===== src/rtl/mem_arb_pkg.sv =====
// Shared types for the unified instruction/data memory arbiter.
// Response-owner encoding and the byte-enable field width.
package mem_arb_pkg;

    typedef enum logic [1:0] {
        OWN_IDLE = 2'd0,
        OWN_INST = 2'd1,
        OWN_DATA = 2'd2
    } owner_e;

    localparam int BE_W = 4;

endpackage


===== src/rtl/mem_arb_starve.sv =====
// Fetch starvation guard: counts consecutive denied fetch cycles, saturating at STARVE_MAX.
// Latency: force flag is a function of the registered count (no comb path from gnt).
// Backpressure: none; the counter only observes req/gnt/cancel.
module mem_arb_starve #(
    parameter int STARVE_MAX = 3
) (
    input  logic clk,
    input  logic reset,
    input  logic req,
    input  logic gnt,
    input  logic cancel,
    output logic force_fetch
);

    localparam int CNT_W = (STARVE_MAX < 1) ? 1 : $clog2(STARVE_MAX + 1);
    localparam logic [CNT_W-1:0] CNT_MAX = CNT_W'(STARVE_MAX);

    logic [CNT_W-1:0] cnt_q, cnt_d;

    // A grant, a dropped request or a flush all restart the count.
    always_comb begin
        cnt_d = '0;
        if (req && !gnt && !cancel) begin
            cnt_d = (cnt_q == CNT_MAX) ? cnt_q : cnt_q + CNT_W'(1);
        end
    end

    always_ff @(posedge clk) begin
        if (reset) begin
            cnt_q <= '0;
        end else begin
            cnt_q <= cnt_d;
        end
    end

    assign force_fetch = req & ~cancel & (cnt_q == CNT_MAX);

endmodule


===== src/rtl/mem_arbiter.sv =====
// Single-port RAM arbiter, data-first with fetch starvation guard; MEM_ARB_STAT_EN adds stat counters.
// Latency: grant combinational, read response one cycle after grant.
// Backpressure: an ungranted requester must hold request/address; nothing is queued.
module mem_arbiter
    import mem_arb_pkg::*;
#(
    parameter int ADDR_W     = 8,
    parameter int DATA_W     = 32,
    parameter int STARVE_MAX = 3
) (
    input  logic              clk,
    input  logic              reset,
    input  logic              cancel,
    input  logic              i_req,
    input  logic [31:0]       i_addr,
    output logic              i_gnt,
    output logic              i_rvalid,
    output logic [DATA_W-1:0] i_rdata,
    input  logic              d_req,
    input  logic [BE_W-1:0]   d_wen,
    input  logic [31:0]       d_addr,
    input  logic [DATA_W-1:0] d_wdata,
    output logic              d_gnt,
    output logic              d_rvalid,
    output logic [DATA_W-1:0] d_rdata,
    output logic              ram_en,
    output logic [BE_W-1:0]   ram_wen,
    output logic [ADDR_W-1:0] ram_addr,
    output logic [DATA_W-1:0] ram_wdata,
    input  logic [DATA_W-1:0] ram_rdata
`ifdef MEM_ARB_STAT_EN
    ,
    output logic [31:0]       stat_conflicts,
    output logic [31:0]       stat_starve
`endif
);

    owner_e owner_q, owner_d;
    logic   force_fetch;
    logic   unused_addr_bits;

    mem_arb_starve #(.STARVE_MAX(STARVE_MAX)) u_starve (
        .clk         (clk),
        .reset       (reset),
        .req         (i_req),
        .gnt         (i_gnt),
        .cancel      (cancel),
        .force_fetch (force_fetch)
    );

    assign d_gnt = ~reset & d_req & ~force_fetch;
    assign i_gnt = ~reset & i_req & ~cancel & ~d_gnt;

    assign ram_en    = i_gnt | d_gnt;
    assign ram_addr  = d_gnt ? d_addr[ADDR_W+1:2] : i_addr[ADDR_W+1:2];
    assign ram_wen   = d_gnt ? d_wen : '0;
    assign ram_wdata = d_wdata;

    // Only the word-index bits reach the RAM; the rest wrap away.
    assign unused_addr_bits = ^{i_addr[31:ADDR_W+2], i_addr[1:0],
                                d_addr[31:ADDR_W+2], d_addr[1:0]};

    always_comb begin
        owner_d = OWN_IDLE;
        if (i_gnt) begin
            owner_d = OWN_INST;
        end else if (d_gnt) begin
            owner_d = OWN_DATA;
        end
    end

    always_ff @(posedge clk) begin
        if (reset) begin
            owner_q <= OWN_IDLE;
        end else begin
            owner_q <= owner_d;
        end
    end

    // A response still in flight when reset arrives is dropped.
    assign i_rvalid = ~reset & (owner_q == OWN_INST) & ~cancel;
    assign d_rvalid = ~reset & (owner_q == OWN_DATA);
    assign i_rdata  = (owner_q == OWN_INST) ? ram_rdata : '0;
    assign d_rdata  = (owner_q == OWN_DATA) ? ram_rdata : '0;

`ifdef MEM_ARB_STAT_EN
    logic [31:0] stat_conflicts_q, stat_conflicts_d;
    logic [31:0] stat_starve_q, stat_starve_d;

    // A fetch grant while data was also asking can only come from the guard.
    always_comb begin
        stat_conflicts_d = stat_conflicts_q;
        stat_starve_d    = stat_starve_q;
        if (i_req && d_req && (stat_conflicts_q != '1)) begin
            stat_conflicts_d = stat_conflicts_q + 32'd1;
        end
        if (i_gnt && d_req && (stat_starve_q != '1)) begin
            stat_starve_d = stat_starve_q + 32'd1;
        end
    end

    always_ff @(posedge clk) begin
        if (reset) begin
            stat_conflicts_q <= '0;
            stat_starve_q    <= '0;
        end else begin
            stat_conflicts_q <= stat_conflicts_d;
            stat_starve_q    <= stat_starve_d;
        end
    end

    assign stat_conflicts = stat_conflicts_q;
    assign stat_starve    = stat_starve_q;
`endif

endmodule


===== config.mk =====
export PLATFORM = sky130hd
export DESIGN_NAME = mem_arbiter
export DESIGN_NICKNAME = d
export VERILOG_FILES = /design/src/rtl/mem_arb_pkg.sv /design/src/rtl/mem_arb_starve.sv /design/src/rtl/mem_arbiter.sv
export SDC_FILE = /design/constraint.sdc
export NUM_CORES = 1
export LEC_CHECK = 0
export BUFFER_PORTS_ARGS = -buffer_cell sky130_fd_sc_hd__buf_2
export CAP_MARGIN = 20
export CORE_AREA = 5 5 95 97
export DETAILED_ROUTE_END_ITERATION = 16
export DIE_AREA = 0 0 100 102
export PLACE_DENSITY_LB_ADDON = 0.3
export SLEW_MARGIN = 30
export SYNTH_ARGS = -nofsm -noshare
export SYNTH_HDL_FRONTEND = slang
export SYNTH_SLANG_ARGS = --single-unit

===== constraint.sdc =====
create_clock -name clk -period 1.71 [get_ports clk]
set_input_delay 0.0855 -clock clk [delete_from_list [all_inputs] [get_ports clk]]
set_output_delay 0.0855 -clock clk [all_outputs]
set_load 0.01 [all_outputs]

# Word level (Yosys, flattened, before mapping)
# Cells that the tools add are included.
# W data, S select, Z words.
[totals]
ramBits = 0
mem_count = 0
word_cells = 35
register_bits = 4
latchBits = 0
mem_bits_ro = 0
output_inout_bits = 113
[op_classes]
shift = 0
n_mul = 0
bitwise_logic = 16
div_mod_pow = 0
n_eq_ne = 3
addsub = 1
n_mux = 6
n_lt_le_gt_ge = 0
n_reduce_logical = 6
[ops]
columns = ["cell", "n"]
rows = [
  ["$mux W32", 2],
  ["$and A1 B1 Y1", 10],
  ["$mux W8", 1],
  ["$not A1 Y1", 5],
  ["$eq A2 B2 Y1 const B", 2],
  ["$mux W4", 1],
  ["$reduce_or A2 Y1", 2],
  ["$add A2 B1 Y2 const B", 1],
  ["$eq A2 B1 Y1 const B", 1],
  ["$logic_and A1 B1 Y1", 2],
  ["$logic_not A1 Y1", 2],
  ["$mux W2", 1],
  ["$mux W1", 1],
  ["$or A1 B1 Y1", 1],
]

# Logic depth before layout (Yosys ltp)
# Gate-level depths: netlist of run 1.
[logic_depth]
ltp_word = 12
depth_mapped = 4
ltp_nobuf = 3

# Hierarchy
# From an unflattened synthesis of run 1, not the netlist that was laid out.
[unflattened]
hier_cells = 138
area_unflattened_um2 = 1043.5
[by_module_without_submodules]
columns = ["module", "n_inst", "cells_per_inst", "area_per_inst_um2", "seq_area_each_um2"]
rows = [
  ["mem_arbiter", 1, 129, 940.9, 40.0],
  ["mem_arb_starve", 1, 9, 102.6, 40.0],
]

# Worst setup path after synthesis of run 1
# OpenSTA, ideal clock, no wires.
[synth_timing]
path_kind = "reg-to-output"
start = "register u_starve.cnt_q[0]"
end = "output ram_addr[4]"
path_stages_with_launch = 5
n_path_buf = 1
arrival_time_ps = 1254
required_time_ps = 1624
slack_ps = 371
cell_sequence = "dfxtp_1 ha_1 a31oi_4 buf_6 mux2_4"
[synth_via]
elab_chain_len = 5
[synth_lines]
columns = ["item", "line_no", "source"]
rows = [
  ["start, declared", "mem_arb_starve.sv:18", "logic [CNT_W-1:0] cnt_q, cnt_d;"],
  ["start signal, assigned", "mem_arb_starve.sv:32", "cnt_q <= cnt_d;"],
  ["$eq A2 B2 Y1", "mem_arb_starve.sv:36", "assign force_fetch = req & ~cancel & (cnt_q == CNT_MAX);"],
  ["$and A1 B1 Y1", "mem_arb_starve.sv:36", ""],
  ["$not A1 Y1", "mem_arbiter.sv:51", "assign d_gnt = ~reset & d_req & ~force_fetch;"],
  ["$and A1 B1 Y1", "mem_arbiter.sv:51", ""],
  ["named net d_gnt", "mem_arbiter.sv:23", "output logic d_gnt,"],
  ["$mux W8", "mem_arbiter.sv:55", "assign ram_addr = d_gnt ? d_addr[ADDR_W+1:2] : i_addr[ADDR_W+1:2];"],
  ["end, declared", "mem_arbiter.sv:28", "output logic [ADDR_W-1:0] ram_addr,"],
]
# The timed path passes the listed nets, and every way through them passes these cells.

# Final worst setup path of run 1
[layout_timing]
start = "register u_starve.cnt_q[0]"
end = "output ram_addr[3]"
[layout_via]
elab_chain_len = 5
[layout_lines]
columns = ["item", "line_no"]
rows = [
  ["$eq A2 B2 Y1", "mem_arb_starve.sv:36"],
  ["$and A1 B1 Y1", "mem_arb_starve.sv:36"],
  ["$not A1 Y1", "mem_arbiter.sv:51"],
  ["$and A1 B1 Y1", "mem_arbiter.sv:51"],
  ["$mux W8", "mem_arbiter.sv:55"],
]
# Every way passes these cells.

==> out/qor.csv, run 1 <==
stage,metric,value,unit
synth,post-synth cell types,20,
placed_design,routability cong.,0.739,
drt,post-route ant nets,0,
run_status,status,"finished, final reports clean",
sta,unrepaired setup endpoints after global routing,no,
synth,most frequent cells after synthesis,"and2_1, buf_4, clkbuf_1",
floorplanning,io pins,250,
clock_tree,Inserted Clock Buffers,3,
worst_setup_path,element type at the critical path end,primary output,
drt,initial drt markers,18,
final_layout,share of layout cells above drive strength 1,0.672,
floorplanning,Initial Utilization,0.126,
clock_tree,Max Root-Sink Buffers,2,
global_routing,initial antenna violation count,0,
worst_hold_path,hold path cells,2,
clock_tree,H-tree Lvls,1,
worst_setup_path,CP startpoint,u_starve.cnt_q[0],
placed_design,Port-buffer cells,137,
synth,#FFs+latches synth,4,
sta,fmax,0.611,GHz
worst_setup_path,CP peak stage delay,0.33,ns
worst_setup_path,Setup CP Type,reg2out,
clock_tree,Root Driver,clkbuf_8,
floorplanning,row cnt,33,
drt,Initial DRT Pass Iterations,2,
sta,clk_skew,0.0000336,ns
synth,"count leader, synth",and2_1,
clock_tree,clock latency on the worst-skew pair,0.21,ns
clock_tree,TritonCTS Sinks,4,
global_routing,gr busiest metal,met2,
sta,Period minus WS final,1.64,ns
floorplanning,die width,100,um
pwr,leakage power,1.01,nW
synth,Synth area leader,and2_1,
drt,Total Wirelength,3720,um
synth,register area share after synthesis,0.0792,
placed_design,DP HPWL,3210,um
global_routing,Total GRT Usage,0.0634,
worst_setup_path,CP cell instances,ha_2 -> a31oi_4 -> buf_12 -> mux2_2 -> buf_2,
synth,Mapped Cells,136,
sta,crit share post-route,0.957,
synth,Mean Syn Cell Area,7.43,sq um
worst_hold_path,hold crit path type,in2reg,
worst_setup_path,type of origin of the critical path,flop,
sta,Final Hold Fails,0,
pwr,PwrDens,343,nW/um^2
sta,Worst Max-Slew Pin Slew,0.271,ns
global_routing,GR Util met2,0.127,
global_routing,vias in the first global route,1172,
drt,Routed wire per std cell,10.7,um
synth,Main synth FF type,dfxtp_1,
worst_setup_path,slowest CP cell,mux2_2,
worst_setup_path,Critical Path AT,1.55,ns
worst_setup_path,worst flop-to-flop path endpoint,owner_q[0],
synth,top post-synthesis cells by area,"and2_1, buf_4, dfxtp_1, mux2_2, mux2_4",
floorplanning,Core Region,8050,sq um
pwr,Max VDD drop,0.000341,V
global_routing,total gr overflow,0,
global_routing,M3 GR Usage,0.0266,
clock_tree,Worst-path clk slew,0.03,ns
floorplanning,Die Y,102,um
clock_tree,CTS tree,yes,
worst_setup_path,Worst Path Buf+Inv,2,
synth,area share of the largest cell type after synthesis,0.396,
final_layout,# diodes,0,
final_layout,synth-to-layout area growth,62.7,%
sta,max-slew violation count,0,
global_routing,met1 usage,0.0604,
synth,"Async S/R FF share, synth",0,
worst_setup_path,Top delay family on crit path,multiplexers,
pwr,Power Total,0.565,mW
synth,Post-synth EDFFs,0,
synth,synthesized area,1010,sq um
sta,final setup fails,0,
worst_setup_path,maximum fanout along the worst path,12,
synth,synth warn,0,
worst_setup_path,flop-to-flop setup slack,0.68,ns
synth,syn nets,274,
sta,Max-slew headroom,0.819,
worst_hold_path,WHS Endpoint,owner_q[0],
worst_setup_path,worst path required time,1.62,ns
sta,setup TNS,0,ns
drt,DRC errors left,0,
worst_hold_path,Hold Crit Start,reset,
flow_run,max cap viols,0,
drt,DR vias,1217,
global_routing,largest net degree at the start of global routing,34,
final_layout,Final #Nets,381,
worst_setup_path,worst r2r src,u_starve.cnt_q[0],
worst_setup_path,FF-to-FF path depth,4,
global_routing,first-pass GRT wire length,5380,um
floorplanning,die area,10200,sq um
drt,Vias/cell,3.52,
## registers in the layout (all words and copies together) (netlist names)
register	count
owner_q	2
u_starve.cnt_q	2
## logic make-up (layout without fill, tap and decap cells)
family | count (synthesis) | count (layout) | share of synthesized area
simple gates | 78 | 78 | 0.494
flops | 4 | 4 | 0.0792
compound gates | 3 | 3 | 0.0322
fa+ha+maj | 1 | 1 | 0.0124
mux | 8 | 8 | 0.100
buf+inv | 42 | 147 | 0.282
## worst max-delay path by stage
stage	endpoint	slack [ns]	cells after the start
after global routing	ram_addr[3]	0.01	5
after CTS	ram_addr[3]	0.06	5
after detailed placement	ram_addr[3]	0.11	4
after floorplan	ram_addr[4]	0.37	4
after global placement	ram_addr[7]	0.14	4
final	ram_addr[3]	0.07	5
## worst register-to-register path: stages, from the launching register on
cell and delay, ns:
dfxtp_1 0.31, ha_2 0.22, a31oi_4 0.18, buf_12 0.16
nor3_1 0.05
## repair_timing
action,CTS,global route
hold buffers,0,0
hold endpoints to repair,0,0
setup endpoints to repair,12,0
buffers inserted,1,0
gates resized for setup,1,0
## layout make-up
cell class,instances,area (sq um)
Fill cell,923,6410
Timing Repair Buffer,141,728
Multi-Input combinational cell,90,653
Tap cell,105,131
Sequential cell,4,80.1
Clock buffer,3,41.3
Inverter,3,11.3
## routing by layer
layer / vias up / wire length, um
met5: - / 0
met4: 0 / 35
met3: 6 / 676
met2: 94 / 1860
met1: 515 / 1140
li1: 602 / -
## power breakdown
group	total, mW	switching, mW	internal (mW)
Clock	0.191	0.0413	0.149
Combinational	0.276	0.128	0.147
Sequential	0.0985	0.00153	0.0970
Total	0.565	0.171	0.394
## cell usage in the layout (no fill, tap or decap), types with 2 or more instances in the layout
cell      Yosys  layout
dfxtp_1       4       4
nor3_1        2       2
and2_1       64      64
inv_1         3       3
buf_4        32       3
nor4_1        2       2
nor2b_2       0       2
mux2_4        3       3
clkbuf_8      0       3
and2_2        4       4
mux2_2        5       5
buf_2         0     137
## stage by stage
stage | instances | hold WS, ns | setup WS [ns] | instance area (sq um) | utilization
CTS | 346 | 0.128 | 0.0580 | 1650 | 0.204
floorplan | 136 | 0.165 | 0.371 | 1010 | -
global route | 346 | 0.151 | 0.0129 | 1650 | 0.204
global placement | 342 | 0.171 | 0.136 | 1580 | 0.196
finish | 346 | 0.129 | 0.0736 | 1650 | 0.204
detailed placement | 342 | 0.171 | 0.107 | 1580 | 0.196
No activity file was read; power rests on OpenSTA's default activity.
==> run 2: changes to the inputs <==
Settings changed: PLACE_DENSITY from default to 0.6, PLACE_DENSITY_LB_ADDON 0.3 to default.
==> run 2 against run 1 <==
Net effect:
- combinational power hardly changed
- critical path depth unchanged
- fmax down 0.20%
- clock skew grew 0.00055 ns
==> out/qor.csv, run 2 (synthesized netlist as in run 1, its figures left out) <==
stage,metric,value,unit
run_status,status,"finished, final reports clean",
worst_setup_path,element type at the critical path end,primary output,
pwr,leakage power,1.01,nW
final_layout,share of layout cells above drive strength 1,0.672,
pwr,Max VDD drop,0.000519,V
final_layout,biggest regs,"owner_q: 2 flops, u_starve.cnt_q: 2 flops",
pwr,Power Total,0.569,mW
clock_tree,CTS tree,yes,
floorplanning,Die Y,102,um
drt,post-route ant nets,0,
worst_setup_path,slowest CP cell,mux2_2,
global_routing,vias in the first global route,1271,
sta,unrepaired setup endpoints after global routing,no,
drt,initial drt markers,25,
sta,Worst Max-Slew Pin Slew,0.252,ns
floorplanning,row cnt,33,
drt,Initial DRT Pass Iterations,4,
sta,setup TNS,0,ns
sta,Final Hold Fails,0,
clock_tree,Root Driver,clkbuf_8,
clock_tree,TritonCTS Sinks,4,
sta,clk_skew,0.000579,ns
worst_hold_path,hold crit path type,in2reg,
drt,DR vias,1233,
clock_tree,Worst-path clk slew,0.03,ns
clock_tree,Inserted Clock Buffers,3,
worst_setup_path,type of origin of the critical path,flop,
flow_run,max cap viols,0,
final_layout,# diodes,0,
sta,fmax,0.610,GHz
worst_setup_path,Setup CP Type,reg2out,
drt,Vias/cell,3.56,
worst_setup_path,worst path required time,1.62,ns
clock_tree,H-tree Lvls,1,
final_layout,"leading cell type in the layout, fill and taps excluded",buf_2,
global_routing,initial antenna violation count,0,
drt,Routed wire per std cell,11.0,um
clock_tree,Max Root-Sink Buffers,2,
global_routing,first-pass GRT wire length,5720,um
sta,max-slew violation count,0,
global_routing,total gr overflow,0,
worst_setup_path,CP peak stage delay,0.33,ns
final_layout,synth-to-layout area growth,62.7,%
floorplanning,die area,10200,sq um
floorplanning,io pins,250,
global_routing,Total GRT Usage,0.0678,
final_layout,Final #Nets,381,
final_layout,design area,1650,sq um
global_routing,largest net degree at the start of global routing,33,
placed_design,Port-buffer cells,137,
worst_setup_path,maximum fanout along the worst path,14,
placed_design,DP HPWL,3310,um
placed_design,routability cong.,0.710,
placed_design,Post-DP Area,1580,sq um
sta,final setup fails,0,
worst_setup_path,CP cell instances,ha_2 -> a31oi_4 -> buf_12 -> mux2_2 -> buf_2,
floorplanning,Core Region,8050,sq um
sta,Max-slew headroom,0.832,
worst_setup_path,Critical Path AT,1.55,ns
drt,DRC errors left,0,
pwr,PwrDens,346,nW/um^2
floorplanning,Initial Utilization,0.126,
sta,crit share post-route,0.959,
final_layout,"commonest non-fill, non-tap cells in the layout","buf_2, and2_1, mux2_2",
floorplanning,die width,100,um
drt,Total Wirelength,3800,um
clock_tree,clock latency on the worst-skew pair,0.21,ns
sta,Period minus WS final,1.64,ns
==> run 2: critical path, delay by kind of cell, from the launching register on <==
kind                       cells  cell delay [ns]
adders and majority gates      1             0.22
DFF                            1             0.31
AOI/OAI and AO/OA              1             0.18
buffers and inverters          2             0.30
muxes                          1             0.33
==> run 2: metal layers <==
layer,vias to the layer above,part of all wire,global-route usage
li1,603,-,-
met1,528,0.34,0.0653
met2,94,0.51,0.135
met3,8,0.15,0.0232
met4,0,0.0068,0.0207
met5,-,0,0
==> run 2: cell type report <==
type / instances / area [sq um]
clock buffer: 3 / 41.3
fill: 918 / 6410
inverter: 3 / 11.3
multi-input combinational: 90 / 653
sequential: 4 / 80.1
tap: 105 / 131
timing repair buffer: 141 / 728
==> run 2: final timing paths <==
path / startpoint / end / slack [ns] / cells past startpoint
max reg2reg: u_starve.cnt_q[0] / owner_q[0] / 0.54 / 5
max: u_starve.cnt_q[0] / ram_addr[0] / 0.07 / 5
min reg2reg: u_starve.cnt_q[0] / u_starve.cnt_q[0] / 0.44 / 1
min: reset / owner_q[0] / 0.11 / 2
==> run 2: timing repair <==
action,CTS,global route
buffers inserted,1,0
endpoints found under the setup margin,8,0
gates resized for setup,1,0
hold buffers,0,0
==> run 2: through the flow <==
step | hold WS [ns] | worst slack (ns) | std cells | utilization
6_report | 0.114 | 0.0703 | 346 | 0.204
5_1_grt | 0.130 | 0.0145 | 346 | 0.204
4_1_cts | 0.111 | 0.0565 | 346 | 0.204
3_5_place_dp | 0.171 | 0.127 | 342 | 0.196
3_3_place_gp | 0.171 | 0.134 | 342 | 0.196
2_1_floorplan | 0.165 | 0.371 | 136 | -
==> run 2: power breakdown <==
part | switching (mW) | total [mW] | internal [mW]
Clock | 0.0459 | 0.196 | 0.150
Combinational | 0.128 | 0.275 | 0.147
Sequential | 0.00152 | 0.0984 | 0.0969
